[src/rtl/bus_dma_pkg.sv]
// Shared types for the bus DMA master: state encoding, latched command, word address.
// Latency: n/a (types only).
// Backpressure: n/a.
package bus_dma_pkg;

    localparam int ADDR_W = 22;

    // Word address on the CPU-side bus, bit 0 (byte lane) is implied by uds/lds.
    typedef logic [ADDR_W:1] waddr_t;

    typedef enum logic [2:0] {
        ST_IDLE,
        ST_RD,
        ST_RD_GAP,
        ST_WR,
        ST_WR_GAP,
        ST_DONE
    } dma_state_e;

    typedef struct packed {
        waddr_t      src;
        waddr_t      dst;
        logic [15:0] len;
        logic        fill;
        logic [15:0] fill_data;
    } dma_cmd_t;

endpackage

[src/rtl/bus_dma_if.sv]
// CPU-side bus between an initiator (this engine) and a responder.
// Latency: n/a (wires only).
// Backpressure: responder holds bus_ack low to stretch an access.
interface bus_dma_if;
    import bus_dma_pkg::*;

    logic        bus_cs;
    waddr_t      bus_address;
    logic        bus_uds;
    logic        bus_lds;
    logic        bus_write_strobe;
    logic [15:0] bus_dout;
    logic [15:0] bus_din;
    logic        bus_ack;

    modport master (
        output bus_cs, bus_address, bus_uds, bus_lds, bus_write_strobe, bus_dout,
        input  bus_din, bus_ack
    );

    modport slave (
        input  bus_cs, bus_address, bus_uds, bus_lds, bus_write_strobe, bus_dout,
        output bus_din, bus_ack
    );

endinterface

[src/rtl/bus_dma_master.sv]
// Word copy/fill engine acting as a second initiator on the CPU-side bus.
// Latency: copy 5 cycles/word, fill 2 cycles/word, len=0 done 1 cycle after accept (bus_ack high).
// Backpressure: cmd_ready only in IDLE; bus_ack low stretches accesses up to TIMEOUT_CYCLES.
module bus_dma_master
    import bus_dma_pkg::*;
#(
    parameter int TIMEOUT_CYCLES = 255
) (
    input  logic        clk,
    input  logic        reset_n,
    input  logic        cmd_valid,
    output logic        cmd_ready,
    input  waddr_t      cmd_src,
    input  waddr_t      cmd_dst,
    input  logic [15:0] cmd_len,
    input  logic        cmd_fill,
    input  logic [15:0] cmd_fill_data,
    input  logic        abort,
    output logic        busy,
    output logic        done,
    output logic        error,
    output logic [15:0] words_done,
    bus_dma_if.master   bus
);

    // Last cycle index (counting from 0) an access may still be waiting.
    localparam logic [15:0] TO_LAST = 16'(TIMEOUT_CYCLES - 1);

    dma_state_e  state_q, state_d;
    dma_cmd_t    cmd_q;
    logic [15:0] data_q;
    logic [15:0] dout_q;
    logic [15:0] wait_cnt_q;
    logic        to_q;

    logic        accept;
    logic        in_access;
    logic        complete;
    logic        timeout_hit;
    logic [15:0] wr_dat;

    assign accept    = cmd_valid && (state_q == ST_IDLE);
    assign in_access = (state_q == ST_RD) || (state_q == ST_WR);
    // The first read cycle only lets the responder register its data, so a
    // read cannot complete until wait_cnt_q has moved off zero.
    assign complete  = bus.bus_ack &&
                       ((state_q == ST_WR) || ((state_q == ST_RD) && (wait_cnt_q != '0)));
    assign timeout_hit = in_access && !complete && (wait_cnt_q == TO_LAST);
    assign wr_dat    = cmd_q.fill ? cmd_q.fill_data : data_q;

    // State register.
    always_ff @(posedge clk or negedge reset_n) begin
        if (!reset_n) begin
            state_q <= ST_IDLE;
        end else begin
            state_q <= state_d;
        end
    end

    // Next-state: abort first, then access completion, then timeout.
    always_comb begin
        state_d = state_q;
        if ((state_q != ST_IDLE) && abort) begin
            state_d = ST_IDLE;
        end else begin
            case (state_q)
                ST_IDLE: begin
                    if (accept) begin
                        if (cmd_len == '0)  state_d = ST_DONE;
                        else if (cmd_fill)  state_d = ST_WR;
                        else                state_d = ST_RD;
                    end
                end
                ST_RD: begin
                    if (complete)         state_d = ST_RD_GAP;
                    else if (timeout_hit) state_d = ST_DONE;
                end
                ST_RD_GAP: state_d = ST_WR;
                ST_WR: begin
                    if (complete) begin
                        state_d = ((words_done + 16'd1) == cmd_q.len) ? ST_DONE : ST_WR_GAP;
                    end else if (timeout_hit) begin
                        state_d = ST_DONE;
                    end
                end
                ST_WR_GAP: state_d = cmd_q.fill ? ST_WR : ST_RD;
                ST_DONE:   state_d = ST_IDLE;
                default:   state_d = ST_IDLE;
            endcase
        end
    end

    // Outputs decoded from state; DONE reports error instead of done after a timeout.
    always_comb begin
        cmd_ready            = (state_q == ST_IDLE);
        busy                 = (state_q != ST_IDLE);
        done                 = (state_q == ST_DONE) && !to_q;
        error                = (state_q == ST_DONE) && to_q;
        bus.bus_cs           = in_access;
        bus.bus_uds          = in_access;
        bus.bus_lds          = in_access;
        bus.bus_write_strobe = (state_q == ST_WR);
        bus.bus_address      = '0;
        if (state_q == ST_RD)      bus.bus_address = cmd_q.src;
        else if (state_q == ST_WR) bus.bus_address = cmd_q.dst;
        bus.bus_dout         = (state_q == ST_WR) ? wr_dat : dout_q;
    end

    // Command latch, address/word counters, read data and per-access wait counter.
    always_ff @(posedge clk or negedge reset_n) begin
        if (!reset_n) begin
            cmd_q      <= '0;
            data_q     <= '0;
            dout_q     <= '0;
            wait_cnt_q <= '0;
            to_q       <= 1'b0;
            words_done <= '0;
        end else begin
            wait_cnt_q <= (in_access && !complete) ? wait_cnt_q + 16'd1 : '0;
            to_q       <= timeout_hit && !abort;
            if (accept) begin
                cmd_q      <= '{src: cmd_src, dst: cmd_dst, len: cmd_len,
                                fill: cmd_fill, fill_data: cmd_fill_data};
                words_done <= '0;
            end
            if ((state_q == ST_RD) && complete && !abort) begin
                data_q    <= bus.bus_din;
                cmd_q.src <= cmd_q.src + waddr_t'(1);
            end
            // Keeps the last driven write word on the bus between writes.
            if (state_q == ST_WR) begin
                dout_q <= wr_dat;
            end
            if ((state_q == ST_WR) && complete && !abort) begin
                cmd_q.dst  <= cmd_q.dst + waddr_t'(1);
                words_done <= words_done + 16'd1;
            end
        end
    end

endmodule

[src/flat_wrapper.sv]
// flat-port wrapper written by rule: the top's interface ports become plain ports
module bus_dma_master_flat import bus_dma_pkg::*;
#(
    parameter int TIMEOUT_CYCLES = 255
)
  (clk, reset_n, cmd_valid, cmd_ready, cmd_src, cmd_dst, cmd_len, cmd_fill, cmd_fill_data, abort, busy, done, error, words_done, bus_bus_cs, bus_bus_address, bus_bus_uds, bus_bus_lds, bus_bus_write_strobe, bus_bus_dout, bus_bus_din, bus_bus_ack);
  bus_dma_if bus_i ();
  input  logic clk;
  input  logic reset_n;
  input  logic cmd_valid;
  output logic cmd_ready;
  input  waddr_t cmd_src;
  input  waddr_t cmd_dst;
  input  logic [15:0] cmd_len;
  input  logic cmd_fill;
  input  logic [15:0] cmd_fill_data;
  input  logic abort;
  output logic busy;
  output logic done;
  output logic error;
  output logic [15:0] words_done;
  output wire logic [$bits(bus_i.bus_cs)-1:0] bus_bus_cs;
  output wire logic [$bits(bus_i.bus_address)-1:0] bus_bus_address;
  output wire logic [$bits(bus_i.bus_uds)-1:0] bus_bus_uds;
  output wire logic [$bits(bus_i.bus_lds)-1:0] bus_bus_lds;
  output wire logic [$bits(bus_i.bus_write_strobe)-1:0] bus_bus_write_strobe;
  output wire logic [$bits(bus_i.bus_dout)-1:0] bus_bus_dout;
  input wire logic [$bits(bus_i.bus_din)-1:0] bus_bus_din;
  input wire logic [$bits(bus_i.bus_ack)-1:0] bus_bus_ack;
  assign bus_bus_cs = bus_i.bus_cs;
  assign bus_bus_address = bus_i.bus_address;
  assign bus_bus_uds = bus_i.bus_uds;
  assign bus_bus_lds = bus_i.bus_lds;
  assign bus_bus_write_strobe = bus_i.bus_write_strobe;
  assign bus_bus_dout = bus_i.bus_dout;
  assign bus_i.bus_din = bus_bus_din;
  assign bus_i.bus_ack = bus_bus_ack;
  bus_dma_master #(.TIMEOUT_CYCLES(TIMEOUT_CYCLES)) u_core (.clk(clk), .reset_n(reset_n), .cmd_valid(cmd_valid), .cmd_ready(cmd_ready), .cmd_src(cmd_src), .cmd_dst(cmd_dst), .cmd_len(cmd_len), .cmd_fill(cmd_fill), .cmd_fill_data(cmd_fill_data), .abort(abort), .busy(busy), .done(done), .error(error), .words_done(words_done), .bus(bus_i));
endmodule
[config.mk]
export PLATFORM = sky130hd
export DESIGN_NAME = bus_dma_master_flat
export DESIGN_NICKNAME = d
export VERILOG_FILES = /design/src/rtl/bus_dma_pkg.sv /design/src/rtl/bus_dma_if.sv /design/src/rtl/bus_dma_master.sv /design/src/flat_wrapper.sv
export SDC_FILE = /design/constraint.sdc
export NUM_CORES = 1
export LEC_CHECK = 0
export ABC_AREA = 0
export BUFFER_PORTS_ARGS = -buffer_cell sky130_fd_sc_hd__buf_2
export CAP_MARGIN = 20
export CORE_AREA = 2 2 151 153
export DETAILED_ROUTE_END_ITERATION = 8
export DIE_AREA = 0 0 153 155
export PLACE_DENSITY = 0.54
export SLEW_MARGIN = 20
export SYNTH_ARGS = -nofsm -noshare
export SYNTH_HDL_FRONTEND = slang
export SYNTH_SLANG_ARGS = --single-unit
[constraint.sdc]
create_clock -name clk -period 3.8 [get_ports clk]
set_clock_uncertainty 0.1 [all_clocks]
set_input_delay 0.38 -clock clk [delete_from_list [all_inputs] [get_ports clk]]
set_output_delay 0.38 -clock clk [all_outputs]
set_load 0.02 [all_outputs]
Word level (Yosys, flattened, before mapping). Index checks and enable logic that the tools add are counted. W data, S select, Z words.

$add $sub $neg: 4. Eq/ne operators: 8. Multiplexer cells: 20. Reductions and logical operators: 24.

Operators with widths (number): $mux W22 (4); $mux W16 (5); $mux W77 (1); $add A22 B1 Y22 const B (2); $add A16 B1 Y16 const B (2); $mux W3 (6); $eq A16 B16 Y1 (1); $eq A16 B8 Y1 const B (1); $logic_not A16 Y1 (1); $reduce_bool A16 Y1 (1); $pmux W3 S5 (1); $logic_and A1 B1 Y1 (13); $eq A3 B2 Y1 const B (2); $eq A3 B3 Y1 const B (2); $mux W2 (2); $reduce_bool A2 Y1 (2); $eq A3 B1 Y1 const B (1); $logic_not A1 Y1 (3); $logic_not A3 Y1 (1); $ne A3 B1 Y1 const B (1); $reduce_bool A3 Y1 (1); $logic_or A1 B1 Y1 (2); $mux W1 (1).

Bits in registers: 145. Input bits: 98. Output and inout port bits: 62.

Depth between registers and ports, before layout. Gate-level depths: netlist of run 1.

Word-level depth: 11. Depth in mapped cells: 9. Depth with buffers taken out: 8.

Worst setup path after synthesis of run 1. OpenSTA, ideal clock, no wires.

Path kind: register to output. Start point: register u_core.state_q[0]. End point: output port bus_bus_dout[12]. Arrival: 2.153 ns. Required time: 3.320 ns. Setup slack: 1.167 ns. Stages on the path, launching flop included: 6. Buffers on the path: 2. Cells stage by stage: dfrtp_1 clkbuf_1 nor2b_1 nand2_1 clkbuf_1 o21ai_0.

Longest elaborated chain between the ends: 2.

RTL lines: from (decl) (line bus_dma_master.sv:29) `dma_state_e state_q, state_d;`; from (signal assigned) (line bus_dma_master.sv:56) `state_q <= state_d;`; $eq A3 B2 Y1 (line bus_dma_master.sv:106) `bus.bus_dout = (state_q == ST_WR) ? wr_dat : dout_q;`; $mux W16 (line bus_dma_master.sv:106); to (decl) (line flat_wrapper.sv:27) `output wire logic [$bits(bus_i.bus_dout)-1:0] bus_bus_dout;`.

Every way passes these cells.

Worst setup path after layout of run 1.
Start point: register u_core.state_q[1]. End point: output port bus_bus_address[16].

Longest elaborated chain between the ends: 3.

RTL lines: $eq A3 B2 Y1 (line bus_dma_master.sv:105) `else if (state_q == ST_WR) bus.bus_address = cmd_q.dst;`; $mux W22 (line bus_dma_master.sv:105); $mux W22 * (line bus_dma_master.sv:104) `if (state_q == ST_RD) bus.bus_address = cmd_q.src;`; to (decl) (line flat_wrapper.sv:23) `output wire logic [$bits(bus_i.bus_address)-1:0] bus_bus_address;`.

Every way passes the cells marked *; elsewhere a longest branch is shown, timed or not.

==> summary by stage, run 1 <==
CTS
The later pin in the worst-skew pair is clocked with a latency of 0.42 ns. The root buffer cell chosen for the clock tree is clkbuf_16. In this run the post-CTS setup repair buffer count came out at 0.

The number of clock sinks seen by CTS is 145. The maximum buffer depth of the clock tree is 2. The CTS tree is done.

The clock transition time at the flip-flop clock pins of the worst setup and hold paths is 0.06 ns. The clock tree synthesis step divided the H-tree into 4 levels. Clock tree synthesis inserted a total of 17 buffers.

Pwr
The register share of total power is 0.392. In this run the power density over the cells is 752.3 nW/um2. The switching power total is 2929 uW. The largest vdd supply drop is 373.8 uV. For this design the static power due to leakage is 0.004423 uW.

Cell internal power was estimated by the tool at 4022 uW. Of the total power, the clock network draws 0.234. Of the total power, the share spent switching nets is 0.4214. The share of total power dissipated in combinational logic is 0.374.

STA
For this run, the top clock speed supported by timing is 338.6 MHz. The worst slew margin relative to its limit is 0.3122. The number of hold-slack violations in the final timing report is 0. The final period utilization is 0.7771. Setup total negative slack on the finished layout was measured at 0 ns.

Setup repair after global routing left no endpoint under its margin. The actual slew at the worst max-slew pin is 1.032 ns. The count of final max-slew check failures is 0. The worst setup margin is 0.8469 ns. The time the worst path needs with I/O delays and setup is 2.953 ns. The final-report setup violation count is 0.

Yosys
The area share of the largest cell type after synthesis is 0.4753. In the post-synthesis netlist, the biggest area contributors are dfrtp_1 48%, nand2_1 11%, o21ai_0 3.4%. The netlist uses 58 different library cells.

During synthesis, Yosys emitted a total of 0 warnings. The most frequent cell after synthesis is nand2_1. The commonest cells after synthesis are 231 x nand2_1, 145 x dfrtp_1, 56 x nor2_1. The async set-reset flop share out of synthesis is 1.000. After synthesis the netlist holds a flip-flop and latch count of 145. The prevailing post-synth register cell is dfrtp_1. The synthesized design contains 0 enable-type register cells. The share of the Yosys chip area taken by registers is 0.4753. After synthesis the cells add up to 7635 um2.

The average instance in the mapped netlist occupies 8.847 um2. The library cell with the largest summed area after synthesis is dfrtp_1. The number of nets in the synthesized netlist is 967. Synthesis handed over a netlist of 863 instances.

Layout
The net count of the finished layout is 1106. The fraction of final layout cells sized beyond drive strength 1 is 0.2128. After filler insertion, the fill cell instance count of the layout stands at 2289. The core occupancy in the finished layout is 0.4157. Relative to the synthesized area, the layout overhead comes to 21.03%. After routing the design area is 9240 um2.

The total inserted antenna cells is 0.

Worst setup path
The first element of the critical path is u_core.state_q[1]. The worst setup path is of the flip-flop to primary output kind. The maximum fanout along the worst path is 20.

The worst endpoint data arrival time is 2.47 ns. The required arrival time at the worst endpoint is 3.32 ns. The startpoint of the worst-slack reg-to-reg timing path is u_core.state_q[1].

The worst setup path is captured at a primary output. STA classifies the critical path startpoint as a flip-flop.

Routing
The detailed-route wire length per cell is 17.34 um. After detailed routing, no signal wire sits above met4. The number of vias after detailed routing is 6809.

After detailed routing, the met3 layer carries 951 um of wire. For this run, design rule violations remaining after detail routing come to 0. The count of TritonRoute iterations in the first routing pass is 5.

The amount of wire on met2 after detailed routing is 10380 um. The total wirelength of the detailed-routed design is 22540 um. The count of nets left with antenna violations once routing finished came out at 0.

In this run, the number of DRC markers left after iteration 0 of detailed routing was 497. The via density per instance is 5.238. The met1 routed wirelength after detailed routing is 10920 um.

Floorplanning
The initial standard-cell utilization of the core is 0.3435. The die is 155 um tall. The die is 153 um wide. The floorplan has 55 rows. In this run the standard cell core region covers 22230 um2. The full die area is 23720 um2.

The number of top-level pins is 160.

Placement
The cell area reported after detailed placement is 8670 um2. After legalization and detailed placement, the total HPWL measured 15890 um. The placer congestion estimate is 0.8117.

The number of buffer cells added on primary ports is 159. Prior to clock tree synthesis, the placed netlist has a worst setup slack of 1.119 ns.

GRT
For this run, the total global-route usage over all layers was measured as 0.1927. The global route total overflow is 0. The number of global-route vias before repair is 6520. The wire length of the first global-routing pass is 36110 um.

The number of antenna violations at the first check in global routing is 0. Entering global routing, the biggest net connects 77 pins.

Worst hold path
In this run the worst hold path is classified as primary input to flip-flop. The startpoint identified for the worst hold timing path is cmd_fill_data[4].

Run
Across the run, the number of max-cap violations was 0.

Run status
The run finished with clean final reports.
==> final timing paths <==
path	end	slack [ns]	cells past startpoint
setup / recovery	bus_bus_address[16]	0.85	4
max in group asynchronous	u_core.cmd_q[61]	2.30	3
hold reg to reg	u_core.data_q[4]	0.37	2
min in group asynchronous	u_core.wait_cnt_q[11]	0.47	2
hold / removal	u_core.cmd_q[4]	0.04	3
setup reg to reg	u_core.cmd_q[74]	1.13	5
==> registers in the layout, indices dropped and copies added (netlist names) <==
| register | count |
|---|---|
| u_core.state_q | 3 |
| u_core.data_q | 16 |
| u_core.words_done | 16 |
| u_core.wait_cnt_q | 16 |
| u_core.cmd_q | 77 |
| u_core.to_q | 1 |
| u_core.dout_q | 16 |
==> per-stage QoR <==
| step | cells | power (uW) | hold WS, ns |
|---|---|---|---|
| detailed placement | 1267 | 5355 | 0.3617 |
| CTS | 1300 | 7008 | 0.02616 |
| floorplan | 863 | 4420 | -0.01559 |
| global placement | 1267 | 5326 | 0.3582 |
| finish | 1300 | 6952 | 0.04342 |
| global route | 1300 | 7456 | 0.04161 |
==> power groups by stage <==
stage	registers (uW)	logic (uW)	clock network (uW)
after floorplan	2460	1960	0
after global placement	2720	2600	0
after detailed placement	2740	2610	0
after CTS	2720	2630	1660
after global routing	2820	2900	1730
final	2730	2600	1630
==> layout make-up <==
cell class	instances	area, um2	area share
timing repair buffer	172	914.6	0.09898
inverter	10	37.54	0.004062
tap	285	356.6	0.03859
clock buffer	19	432.9	0.04685
clock inverter	13	127.6	0.01381
sequential	145	3628	0.3927
multi-input combinational	656	3742	0.4050
==> per-layer routing <==
| metal | global-route usage | vias to the layer above |
|---|---|---|
| met5 | 0 | - |
| met4 | 0.05423 | 0 |
| met1 | 0.2794 | 3277 |
| li1 | - | 3331 |
| met2 | 0.2975 | 184 |
| met3 | 0.03370 | 17 |
==> critical path: stages (launching register included) <==
cell and delay, ns:
dfrtp_1 0.59, nor3b_2 0.85, buf_4 0.29, a22o_1 0.16, buf_2 0.17
==> placed cells by master, fill, tap and decap left out, drive strengths merged, types with 10 or more instances in the layout <==
cell type,Yosys,layout
mux2i,19,19
xnor2,21,21
nand3,36,36
nand4,17,17
nor3,16,16
clkbuf,26,19
a22o,23,23
dfrtp,145,145
xor2,18,18
and3,22,22
a211oi,10,10
o211ai,13,13
buf,26,171
o21ai,52,52
nor4,14,14
nor2,58,58
nand2,231,231
a21oi,17,17
inv,10,15
==> cells by family after synthesis <==
logic type,count (synthesis),synth area share
AOI/OAI and AO/OA,163,0.1457
xor gates and xnor gates,39,0.04474
adders and majority gates,6,0.009833
buffers and inverters,62,0.03573
DFF,145,0.4753
muxes,20,0.02638
and+or+nand+nor,428,0.2624
==> repair_timing <==
item,4_1_cts,5_1_grt
hold buffers,1,0
hold endpoints to repair,75,0
gates resized for setup,0,0
Power figures use the tool's default switching activity.
==> run 2: changes to the inputs <==
- PLACE_DENSITY: 0.54 -> 0.56
- clock period: 3.8 -> 2.4 ns (I/O delays scaled with it)
==> summary by stage, run 2 (synthesis results as in run 1) <==
Worst setup path
STA classifies the critical path startpoint as a flip-flop. The kind of end point of the critical path is a primary output. The endpoint of the most critical register-to-register path is u_core.state_q[0]. The kind of critical path is flip-flop to primary output. The number of cell instances on the worst register-to-register path is 7. In this run the worst path has a maximum fanout of 20. The startpoint of the worst-slack reg-to-reg timing path is u_core.words_done[0]. In this run the register-to-register setup slack is 0.16 ns. The required arrival time at the worst endpoint is 2.06 ns. The worst endpoint data arrival time is 1.99 ns.

STA
The time the worst path needs with I/O delays and setup is 2.327 ns. The worst slew margin relative to its limit is 0.6681. The actual slew at the worst max-slew pin is 0.4978 ns. Setup repair after global routing could not meet its margin everywhere.

The number of hold-slack violations in the final timing report is 0. The setup TNS is 0 ns. The final-report setup violation count is 0. The worst setup margin is 0.07290 ns. Of the available clock period, the critical path in the final layout requires 0.9696. The count of final max-slew check failures is 0. Derived from the worst setup path, the maximum achievable clock frequency is 429.7 MHz.

GRT
The overall track demand over capacity in global routing is 0.2046. The number of antenna violations at the first check in global routing is 0. Entering global routing, the biggest net connects 49 pins. The wire length of the first global-routing pass is 38560 um. For this run the aggregate overflow at the end of global routing stands at 0.

The number of global-route vias before repair is 7445.

Placement
The placement-stage worst setup slack is 0.1759 ns. Once detailed placement completed, the half-perimeter wirelength came to 16520 um. In this run the tool buffered the top-level ports with 159 buffer cells. The placer congestion estimate is 0.8767.

Routing
The remaining design rule violation count is 0. Using the TritonRoute via totals, the vias-per-cell ratio works out to 5.203. The number of nets still failing antenna checks after routing is 0. The total wirelength of the detailed-routed design is 24020 um.

The number of vias after detailed routing is 7404. The detailed-route wire length per cell is 16.88 um. The pre-antenna-repair detailed-routing pass consisted of 5 iterations. In this run, the number of DRC markers left after iteration 0 of detailed routing was 491.

Run status
The flow ran to the end, and the final reports show no timing, DRC or antenna violations.

Pwr
The analysis attributes to cell leakage a power of 0.004996 uW. VDD sags by at most 633.2 uV. In this run the power density over the cells is 1106 nW/um2.

CTS
TritonCTS built the clock tree. The clock passes through at most 2 buffers. Clock-pin slew was measured on the worst setup and hold paths at 0.07 ns. The CTS root buffer is clkbuf_16. CTS built an H-tree with a depth of 4.

The number of clock sinks seen by CTS is 145. In this run, CTS created clock tree buffers numbering 17. The insertion delay of the later-clocked pin in the worst-skew pair is 0.43 ns.

Worst hold path
The hold path startpoint is cmd_dst[15]. The worst hold path cell count is 3. The hold-critical path endpoint is u_core.cmd_q[48]. In this run the worst hold path is classified as primary input to flip-flop.

Run
Max-cap violations in this run came to 0.

Layout
Once layout is complete, the utilization of the core stands at 0.4714. The repair_antennas step left the layout with diodes totalling 0. The register with the most flip-flops in the layout has 77 of them.

The net count of the finished layout is 1229. The area growth from synthesis to layout is 37.25%. In the layout the commonest cells are 229 x nand2_1, 157 x buf_2, 143 x dfrtp_1, 88 x dlygate4sd3_1, 56 x nor2_1. The register with the highest flop count is u_core.cmd_q. Of the cells placed in the final design, the portion with a size suffix greater than 1 is 0.2285. The most common cell after layout, fill and taps aside is nand2_1.

The total of fill cells in the finished design is 2159.

Floorplanning
From bottom edge to top edge, the die measures 155 um. The initial standard-cell utilization of the core is 0.3435. Measured along the x axis, the die boundary spans 153 um.

The floorplan has 55 rows. The core region is 22230 um2. The die covers 23720 um2. The number of top-level pins is 160.
-- run 2: changes by cell type in the layout (fill, tap and decap cells not counted), sizes merged --
cell and delta:
dlygate4sd3 +87, buf +36, inv +4, clkbuf -2, clkinv -2
-- run 2: metrics by stage --
| step | instance area [um2] | cells | power (uW) | hold slack (ns) |
|---|---|---|---|---|
| floorplan | 7637 | 863 | 7000 | -0.1556 |
| global placement | 8940 | 1301 | 8585 | 0.1192 |
| detailed placement | 8940 | 1301 | 8653 | 0.1223 |
| CTS | 10430 | 1420 | 11600 | 0.0001643 |
| global route | 10480 | 1423 | 12370 | 0.003425 |
| finish | 10480 | 1423 | 11590 | 0.01305 |
-- run 2: how the worst max path moves through the flow --
| stage | end | depth (start not counted) | startpoint |
|---|---|---|---|
| floorplan | bus_bus_dout[12] | 5 | u_core.state_q[0] |
| CTS | bus_bus_address[12] | 6 | u_core.state_q[1] |
| global route | bus_bus_address[4] | 7 | u_core.state_q[2] |
| finish | bus_bus_address[4] | 7 | u_core.state_q[0] |
| detailed placement | u_core.state_q[0] | 7 | u_core.words_done[1] |
| global placement | u_core.state_q[0] | 7 | u_core.words_done[1] |
-- run 2: cell type report --
class / count / area (um2) / area share
timing repair buffer: 295 / 2078 / 0.1983
clock inverter: 15 / 185.2 / 0.01767
tap: 285 / 356.6 / 0.03403
clock buffer: 17 / 425.4 / 0.04060
multi-input combinational: 656 / 3765 / 0.3593
sequential: 145 / 3631 / 0.3465
inverter: 10 / 37.54 / 0.003582
-- run 2: timing repair --
item / in CTS / in global routing
hold endpoints to repair: 131 / 1
gates resized for setup: 7 / 7
endpoints found under the setup margin: 30 / 39
buffers inserted: 0 / 2
hold buffers: 87 / 1
-- run 2: power by group --
part	switching [uW]	total, uW	internal [uW]
Clock	1270	2770	1500
Combinational	2740	4620	1880
Sequential	870	4200	3330
-- run 2: critical path, stage by stage (launching register included) --
cell,delay [ns]
dfrtp_2,0.43
buf_4,0.15
nor2b_2,0.16
nand2_2,0.11
inv_1,0.09
buf_6,0.17
a22o_1,0.27
buf_2,0.17
-- run 2: metal layers --
layer	track usage	up-vias	wire length [um]
met1	0.2747	3578	10880
met5	0	-	0
met3	0.04262	32	1262
li1	-	3578	-
met4	0.06570	0	470
met2	0.3329	216	11410
==> run 3: changes to the inputs <==
- PLACE_DENSITY: 0.56 -> 0.67
- clock period: 2.4 -> 2.33 ns (I/O delays scaled with it)
==> summary by stage, run 3 (synthesis results as in run 1) <==
Worst setup path
The worst setup path is launched from a flip-flop. The kind of end point of the critical path is a primary output. The setup path with the least slack is of type flip-flop to primary output. The slowest library cell on the worst path is dfrtp_2.

Data on the critical path arrives at its endpoint at 1.95 ns. Among cell families on the critical path, the largest total delay comes from buffers and inverters. The first element of the critical path is u_core.state_q[1].

The maximum fanout along the worst path is 7. The register-to-register path setup slack is 0.16 ns. The buffers plus inverters on the worst setup path is 4. The most frequent cell on the critical path is buf_6.

Data on the critical path is required at its endpoint by 2.00 ns. For the worst flop-to-flop path, the logic depth is 7. The signal on the critical path passes through buf_6 -> nor3b_4 -> buf_6 -> clkbuf_16 -> a22o_1 -> buf_4. The critical path's largest stage delay is 0.45 ns. The worst register-to-register path begins at u_core.words_done[0].

The endpoint of the most critical register-to-register path is u_core.state_q[0].

Placement
The number of placed instances with taps included is 1300. The congestion estimate from routability-driven global placement came to 0.8402. Once placement finished, the instance area stood at 8945 um2. Before CTS, the worst setup slack after placement is 0.1584 ns.

The number of buffer cells added on primary ports is 159. The detailed-placement wirelength estimate is 16300 um.

CTS
The insertion delay of the later-clocked pin in the worst-skew pair is 0.44 ns. The number of clock buffers inserted by TritonCTS is 17. TritonCTS built the clock tree. The deepest level of the CTS H-tree is 4. Clock tree synthesis selected as its root buffer the cell clkbuf_16. After clock tree synthesis, the clock-pin slew on the worst setup and hold paths is 0.07 ns. Counting every sink on the clock net gives 145. The longest clock path from root to sink contains 2 buffers.

Routing
Dividing the detail-routed wire length by the instance count gives 17.16 um. The total wirelength of the detailed-routed design is 24580 um. The first routing iteration left 469 violations. Across all layers, the routed design uses 7619 vias. The number of nets still failing antenna checks after routing is 0. Before antenna repair, the detailed router went through 7 iterations. For this run, design rule violations remaining after detail routing come to 0. The via density per instance is 5.321.

Worst hold path
The worst min-delay path category is primary input to flip-flop. The worst hold path cell count is 3. The worst hold path begins at cmd_src[18]. For hold timing, the worst endpoint is u_core.cmd_q[73].

Pwr
The relative contribution of combinational cells to total power is 0.427. Of the total power, the clock network draws 0.222. Across the VDD grid, the largest voltage drop is 592.9 uV.

The leakage component of the power is 0.005082 uW. The switching power total is 5244 uW. Of the total power, registers draw 0.352. Of the total power, the share spent switching nets is 0.4241. The cell-internal power is 7122 uW. The power density relative to cell area is 1157 nW/um2.

STA
The worst pin sits at a relative slew slack of 0.6642. For the pin with the worst max-slew slack, the measured transition is 0.5036 ns. The setup TNS is 0 ns. The time the worst path needs with I/O delays and setup is 2.282 ns.

The highest clock rate is 438.2 MHz. The count of final max-slew check failures was 0. The number of hold-slack violations in the final timing report is 0. The worst setup margin is 0.04781 ns. Of the available clock period, the critical path in the final layout requires 0.9795. Setup violations remaining at the end of the flow were counted as 0.

Layout
The register with the most flip-flops in the layout has 77 of them. The library cells used most frequently in the layout, excluding fill and tap cells, are 228 x nand2_1, 146 x buf_2, 144 x dfrtp_1, 87 x dlygate4sd3_1, 56 x nor2_1. The register with the highest flop count is u_core.cmd_q. The most common cell after layout, fill and taps aside is nand2_1. The summed area of non-filler cells in the final layout is 10690 um2.

Once layout is complete, the cells apart from fillers number 1432. In the final design database the tool counted 1237 nets. The fraction of final layout cells sized beyond drive strength 1 is 0.2417.

The core occupancy in the finished layout is 0.4810. From synthesis to final layout, the design area changed by 40.04%. The total of fill cells in the finished design is 2054.

Floorplanning
The initial standard-cell utilization of the core is 0.3435. After floorplanning, the core was sized to cover 22230 um2. The horizontal die dimension is 153 um. The number of top-level pins is 160.

The standard-cell row count is 55. The floorplan step defined a die boundary enclosing 23720 um2. The die is 155 um tall.

GRT
The number of global-route vias before repair is 7365. The total overflow left after global routing is 0. The number of antenna violations at the first check in global routing is 0. For this run, the total global-route usage over all layers was measured as 0.2014. The wire length of the first global-routing pass is 38120 um. Entering global routing, the biggest net connects 52 pins.

Run status
The run finished with clean final reports.

Run
The number of max-capacitance violations reported is 0.
-- run 3: changes by cell type in the layout (fill, tap and decap cells not counted), moves of 2 or more --
cell and change:
buf_12 +2, buf_6 +7, buf_2 -11, buf_4 +7, clkinv_4 +2, o21ai_0 -11
clkinvlp_4 -2, o21ai_2 +3, clkbuf_16 +3, o21ai_1 +8
-- run 3: worst register-to-register path, delay by kind of cell (launching register included) --
family | cells | cell delay [ns]
flops | 1 | 0.45
compound gates | 1 | 0.23
simple gates | 4 | 0.88
fa+ha+maj | 1 | 0.30
xor+xnor | 1 | 0.12
-- run 3: repair_timing --
item / CTS / global route
resized for setup: 13 / 45
setup endpoints to repair: 36 / 42
hold buffers: 86 / 1
gates cloned: 0 / 3
endpoints found under the hold margin: 128 / 1
pin swaps: 0 / 8
buffers inserted: 0 / 9
-- run 3: metal layers --
metal	track usage	up-vias	wire, um
met1	0.2675	3700	10710
li1	-	3607	-
met5	0	-	0
met2	0.3306	272	11840
met4	0.06217	0	529
met3	0.04485	40	1495
-- run 3: worst max path at each step --
stage                         end  slack (ns)  cells after the start
4_1_cts           bus_bus_dout[3]      -0.007                      7
5_1_grt        bus_bus_address[6]       -0.03                      6
6_report       bus_bus_address[6]        0.05                      6
3_3_place_gp     u_core.cmd_q[58]        0.19                      8
3_5_place_dp    u_core.state_q[0]        0.16                      7
2_1_floorplan    bus_bus_dout[12]        0.07                      5
-- run 3: layout make-up --
cell class | count | area, um2 | area share
timing repair buffer | 303 | 2267 | 0.2121
sequential | 145 | 3630 | 0.3395
clock inverter | 15 | 155.1 | 0.01451
tap | 285 | 356.6 | 0.03335
inverter | 10 | 37.54 | 0.003511
antenna | 1 | 2.502 | 0.0002341
clock buffer | 17 | 425.4 | 0.03979
multi-input combinational | 656 | 3817 | 0.3571
-- run 3: power groups by stage --
stage          logic [uW]  clock network [uW]  registers [uW]
2_1_floorplan        3190                   0            4020
3_3_place_gp         4520                   0            4290
3_5_place_dp         4610                   0            4330
4_1_cts              4770                2780            4300
5_1_grt              5760                2890            4450
6_report             5280                2740            4350
-- run 3: through the flow --
| step | power [uW] | hold slack [ns] |
|---|---|---|
| after floorplan | 7210 | -0.1626 |
| after global placement | 8813 | 0.1017 |
| after detailed placement | 8941 | 0.1022 |
| after CTS | 11840 | 0.001583 |
| after global routing | 13100 | 0.003839 |
| final | 12370 | 0.004835 |
